`config.mk`:
```
export PLATFORM = sky130hd
export DESIGN_NAME = vliw_regfile_sb
export DESIGN_NICKNAME = d
export VERILOG_FILES = /design/src/rtl/vliw_rf_pkg.sv /design/src/rtl/vliw_wr_arbiter.sv /design/src/rtl/vliw_regfile_sb.sv
export SDC_FILE = /design/constraint.sdc
export NUM_CORES = 2
export LEC_CHECK = 0
export CAP_MARGIN = 15
export CORE_ASPECT_RATIO = 1.25
export CORE_MARGIN = 2
export CORE_UTILIZATION = 34
export DETAILED_ROUTE_END_ITERATION = 6
export SETUP_SLACK_MARGIN = 0.1
export SYNTH_ARGS = -nofsm -noshare
export SYNTH_HDL_FRONTEND = slang
export SYNTH_SLANG_ARGS = --single-unit
export TNS_END_PERCENT = 50
```
`constraint.sdc`:
```
create_clock -name clk -period 72.1 [get_ports clk]
set_input_delay 18.025 -clock clk [delete_from_list [all_inputs] [get_ports clk]]
set_output_delay 18.025 -clock clk [all_outputs]
set_load 0.005 [all_outputs]
```
`src/rtl/vliw_rf_pkg.sv`:
```
// Shared constants, address-width helper and default vector types for the
// VLIW register file and its write arbiter.
package vliw_rf_pkg;
  localparam int DATA_W_DEF   = 32;
  localparam int NUM_REGS_DEF = 16;

  function automatic int addr_w(input int n);
    return (n <= 1) ? 1 : $clog2(n);
  endfunction

  typedef logic [addr_w(NUM_REGS_DEF)-1:0] addr_t;
  typedef logic [DATA_W_DEF-1:0]           data_t;
endpackage

```
`src/rtl/vliw_wr_arbiter.sv`:
```
// Priority resolution of all write ports against one address: the
// highest-indexed enabled matching port wins; two or more matches is a conflict.
module vliw_wr_arbiter #(
  parameter int NUM_WR = 2,
  parameter int ADDR_W = 4,
  parameter int IDX_W  = 1
) (
  input  logic [NUM_WR-1:0]             wr_en,
  input  logic [NUM_WR-1:0][ADDR_W-1:0] wr_addr,
  input  logic [ADDR_W-1:0]             addr,
  output logic                          hit,
  output logic [IDX_W-1:0]              win,
  output logic                          conflict
);
  always_comb begin
    hit      = 1'b0;
    win      = '0;
    conflict = 1'b0;
    for (int p = 0; p < NUM_WR; p++) begin
      if (wr_en[p] && wr_addr[p] == addr) begin
        conflict = conflict | hit;
        hit      = 1'b1;
        win      = IDX_W'(p);
      end
    end
  end
endmodule

```
`src/rtl/vliw_regfile_sb.sv`:
```
// Multi-port register file with per-register busy scoreboard; state updates on
// the falling clock edge, reads and busy lookups are combinational.
module vliw_regfile_sb
  import vliw_rf_pkg::*;
#(
  parameter int DATA_W   = DATA_W_DEF,
  parameter int NUM_REGS = NUM_REGS_DEF,
  parameter int NUM_RD   = 4,
  parameter int NUM_WR   = 2,
  parameter int BYPASS   = 1,
  parameter int ZERO_REG = 1,
  localparam int ADDR_W  = addr_w(NUM_REGS)
) (
  input  logic                          clk,
  input  logic                          reset,
  input  logic [NUM_WR-1:0]             wr_en,
  input  logic [NUM_WR-1:0][ADDR_W-1:0] wr_addr,
  input  logic [NUM_WR-1:0][DATA_W-1:0] wr_data,
  input  logic [NUM_WR-1:0]             iss_en,
  input  logic [NUM_WR-1:0][ADDR_W-1:0] iss_addr,
  input  logic [NUM_RD-1:0][ADDR_W-1:0] rd_addr,
  output logic [NUM_RD-1:0][DATA_W-1:0] rd_data,
  output logic [NUM_RD-1:0]             rd_busy,
  output logic                          any_busy,
  output logic                          wr_conflict
);
  localparam int IDX_W = (NUM_WR > 1) ? addr_w(NUM_WR) : 1;

  logic [NUM_REGS-1:0][DATA_W-1:0] regs, regs_nxt;
  logic [NUM_REGS-1:0]             busy, busy_nxt;
  logic [NUM_WR-1:0]               wr_en_eff;
  logic [NUM_REGS-1:0]             wr_hit, reg_conflict;
  logic [NUM_REGS-1:0][IDX_W-1:0]  wr_win;

  // Writes to a hardwired r0 vanish before arbitration, so they neither
  // commit, bypass, nor count toward a conflict.
  always_comb begin
    for (int p = 0; p < NUM_WR; p++)
      wr_en_eff[p] = wr_en[p] && !(ZERO_REG != 0 && wr_addr[p] == '0);
  end

  for (genvar r = 0; r < NUM_REGS; r++) begin : g_reg
    vliw_wr_arbiter #(.NUM_WR(NUM_WR), .ADDR_W(ADDR_W), .IDX_W(IDX_W)) u_arb (
      .wr_en(wr_en_eff), .wr_addr(wr_addr), .addr(ADDR_W'(r)),
      .hit(wr_hit[r]), .win(wr_win[r]), .conflict(reg_conflict[r])
    );
  end

  // Writeback clears busy first; a same-cycle issue then re-marks it.
  always_comb begin
    regs_nxt = regs;
    busy_nxt = busy;
    for (int r = 0; r < NUM_REGS; r++) begin
      if (wr_hit[r]) begin
        regs_nxt[r] = wr_data[wr_win[r]];
        busy_nxt[r] = 1'b0;
      end
      for (int p = 0; p < NUM_WR; p++)
        if (iss_en[p] && iss_addr[p] == ADDR_W'(r)) busy_nxt[r] = 1'b1;
    end
    if (ZERO_REG != 0) begin
      regs_nxt[0] = '0;
      busy_nxt[0] = 1'b0;
    end
  end

  always_ff @(negedge clk or posedge reset) begin
    if (reset) begin
      regs        <= '0;
      busy        <= '0;
      wr_conflict <= 1'b0;
    end else begin
      regs        <= regs_nxt;
      busy        <= busy_nxt;
      wr_conflict <= |reg_conflict;
    end
  end

  for (genvar i = 0; i < NUM_RD; i++) begin : g_rd
    if (BYPASS != 0) begin : g_byp
      logic             byp_hit;
      logic [IDX_W-1:0] byp_win;
      logic             unused_byp_conflict;
      vliw_wr_arbiter #(.NUM_WR(NUM_WR), .ADDR_W(ADDR_W), .IDX_W(IDX_W)) u_arb (
        .wr_en(wr_en_eff), .wr_addr(wr_addr), .addr(rd_addr[i]),
        .hit(byp_hit), .win(byp_win), .conflict(unused_byp_conflict)
      );
      // Forwarding is suppressed while reset holds, so reads stay zero.
      assign rd_data[i] = (byp_hit && !reset) ? wr_data[byp_win] : regs[rd_addr[i]];
    end else begin : g_nobyp
      assign rd_data[i] = regs[rd_addr[i]];
    end
    assign rd_busy[i] = busy[rd_addr[i]];
  end

  assign any_busy = |busy;
endmodule

```
==> metrics.md <==
| Metric | Value |
|---|---|
| IO Port Bufs | 235 |
| Fin util | 38.0% |
| Core area | 0.125 sq mm |
| Synth area leader | dfrtn_1 |
| Placed wire-length estimate | 106 mm |
| Commonest non-fill, non-tap cell in the layout | mux2i_1 |
| Leak | 19.5 nW |
| Least-Margin Pin Slew | 1.16 ns |
| Commonest non-fill, non-tap cells in the layout | mux2i_1, nor2_1, dfrtn_1 |
| H-tree levels | 2 |
| Critical path class | input pin to async pin |
| Total detailed-routing wirelength | 177 mm |
| CTS Buf Count | 54 |
| Combinational fraction of design power | 35.9% |
| Cell Chain, Critical Path | clkdlybuf4s50_1 -> inv_8 -> buf_12 -> buf_4 -> buf_4 |
| Endpoints failing hold | 0 |
| Slew headroom | 22.6% |
| CP Capture Type | async pin |
| Vias | 37100 |
| Io pins | 236 |
| Post-CTS setup buffer count | 0 |
| Int Power | 0.759 mW |
| Worst hold path type | flop to flop |
| CTS Hold Buffers Added | 0 |
| Starting Density | 34.3% |
| Routed wire per std cell | 30.3 um |
| CP Data Required Time | 36.74 ns |
| Mapped Avg Cell Area | 9.84 sq um |
| Synth warnings | 0 |
| Crit-path most repeated cell | buf_4 |
| DR iter-0 viols | 4610 |
| Routability cong. | 0.860 |
| Distinct cells, synth | 54 |
| Largest net degree at the start of global routing | 159 |
| Pwr Density | 24.9 mW/mm^2 |
| RSZ-0062 raised after global routing | false |
| Clock Power Share | 25.9% |
| Net Count, Synth | 4462 |
| Synth top area share | 28.9% |
| CP top delay family | buffers and inverters |
| CP max stage delay | 0.89 ns |
| Worst-Skew Late Latency | 0.62 ns |
| Switching power | 0.425 mW |
| Critical Path Slowest Stage Cell | buf_4 |
| Clock transition at the registers of the reported paths | 0.05 ns |
| Die area | 0.129 sq mm |
| Net count reported at finish | 4294 |
| Share of cells above drive strength 1 | 15.6% |
| Fin Hold WS | 0.552 ns |
| Initial antenna violation count | 2 |
| EDFF count, synth | 0 |
| Async SR Flop Fraction | 100% |
| Ant. Diodes | 0 |
| DRC Markers | 0 |
| Global Route Usage Sum | 26.7% |
| Switch share | 35.9% |
| CTS root buffer | clkbuf_16 |
| Slew Limit Fails | 0 |
| CTS max path bufs | 3 |
| Area growth, synth to finish | 11.0% |
| Total of max-cap violations | 0 |
| Gr ovfl total | 0 |
| Mapped Area | 0.0429 sq mm |
| Main synth FF type | dfrtn_1 |
| Sink Count | 496 |
| Rows | 145 |
| DIE WIDTH | 322 um |
| Area contributors post-synth | dfrtn_1, mux2i_1, mux4_2 |
| Seq/Total Area, Yosys | 28.9% |
| Clk_skew | 0 ns |
| Crit path DAT | 21.80 ns |
| Number of global-route vias before repair | 36400 |
| Crit path buffers/inverters | 5 |
| CP Launch Type | input pin |
| First-pass GRT wire length | 257 mm |
| Synth Register Bits | 496 |
| Seq pwr share | 38.2% |
| Resized Gates After CTS | 0 |
| CTS tree | built |
| Outcome | finished, final reports clean |
| CP max FO | 158 |
| Final setup vio count | 0 |
| Routed Antenna Nets | 0 |
| Setup TNS | 0 ns |
| Syn Inst Count | 4360 |
| Die height | 401 um |
| Worst vdd ir | 0.0000203 V |
| First drt pass iteration count | 6 |
| Vias per cell | 6.35 |
## stage by stage
stage	std cells	instance area (sq um)	setup slack [ns]	power [mW]
after detailed placement	5753	45700	14.08	0.874
after global placement	5753	45700	14.12	0.862
final	5852	47600	14.94	1.18
after floorplan	4360	42900	4.55	0.723
after CTS	5852	47600	14.73	1.18
after global routing	5852	47600	14.39	1.24
## sequential cells by signal, summed over array words and instances, names as in the netlist
| register | flops |
|---|---|
| regs | 480 |
| busy | 15 |
| wr_conflict | 1 |
## kinds of logic after synthesis
family                 Yosys count  synth area share [%]
XOR/XNOR                        33                 0.674
AND/OR/NAND/NOR                871                  8.55
buffers and inverters          550                  5.77
multiplexers                  1486                  43.0
AO/OA/AOI/OAI                  924                  13.1
flip-flops                     496                  28.9
## layout make-up
class	count	area [sq um]
clock inverters	24	309
clock buffers	75	1570
inverters	10	45.0
flip-flops and latches	496	12400
well taps	1617	2020
fillers	12500	77600
repair buffers	316	2970
multi-input cells	3314	28300
## power by group through the flow
stage / clock network, mW / registers [mW] / logic (mW)
finish: 0.307 / 0.453 / 0.425
global route: 0.320 / 0.463 / 0.459
CTS: 0.309 / 0.448 / 0.424
detailed placement: 0 / 0.451 / 0.422
global placement: 0 / 0.446 / 0.416
floorplan: 0 / 0.421 / 0.303
## worst reg2reg max path, delay by kind of cell, from the launching register on
kind | cells | cell delay [ns]
AO/OA/AOI/OAI | 1 | 0.17
flip-flops | 1 | 0.40
AND/OR/NAND/NOR | 1 | 0.17
## synthesized netlist by cell type, types with 30 or more instances
library cell / count
mux2i_1: 1068
nor2_1: 517
dfrtn_1: 496
a21oi_1: 453
clkbuf_1: 293
mux4_2: 272
nand2_1: 199
buf_2: 179
mux2_2: 143
a22oi_1: 107
o22ai_1: 99
o31ai_1: 93
nor2b_1: 57
o21ai_0: 37
o221ai_1: 37
o21ai_1: 32
buf_4: 30
## worst paths after layout
kind                            start        end  slack (ns)  cells past startpoint
hold / removal              regs[411]  regs[411]        0.55                      2
hold reg to reg             regs[411]  regs[411]        0.55                      2
min in group asynchronous       reset  regs[299]       54.10                      2
setup / recovery                reset  regs[508]       14.94                      5
setup reg to reg             busy[14]   busy[14]       71.18                      2
max in group clk           wr_addr[4]  regs[126]       14.98                      7
## routing by layer
| metal | part of all wire (%) | GRT usage [%] |
|---|---|---|
| met1 | 39 | 34.6 |
| met2 | 45 | 41.3 |
| met3 | 9.9 | 6.55 |
| met4 | 5.6 | 13.7 |
| met5 | 0.014 | 0 |
(Power assumes the default switching activity.)
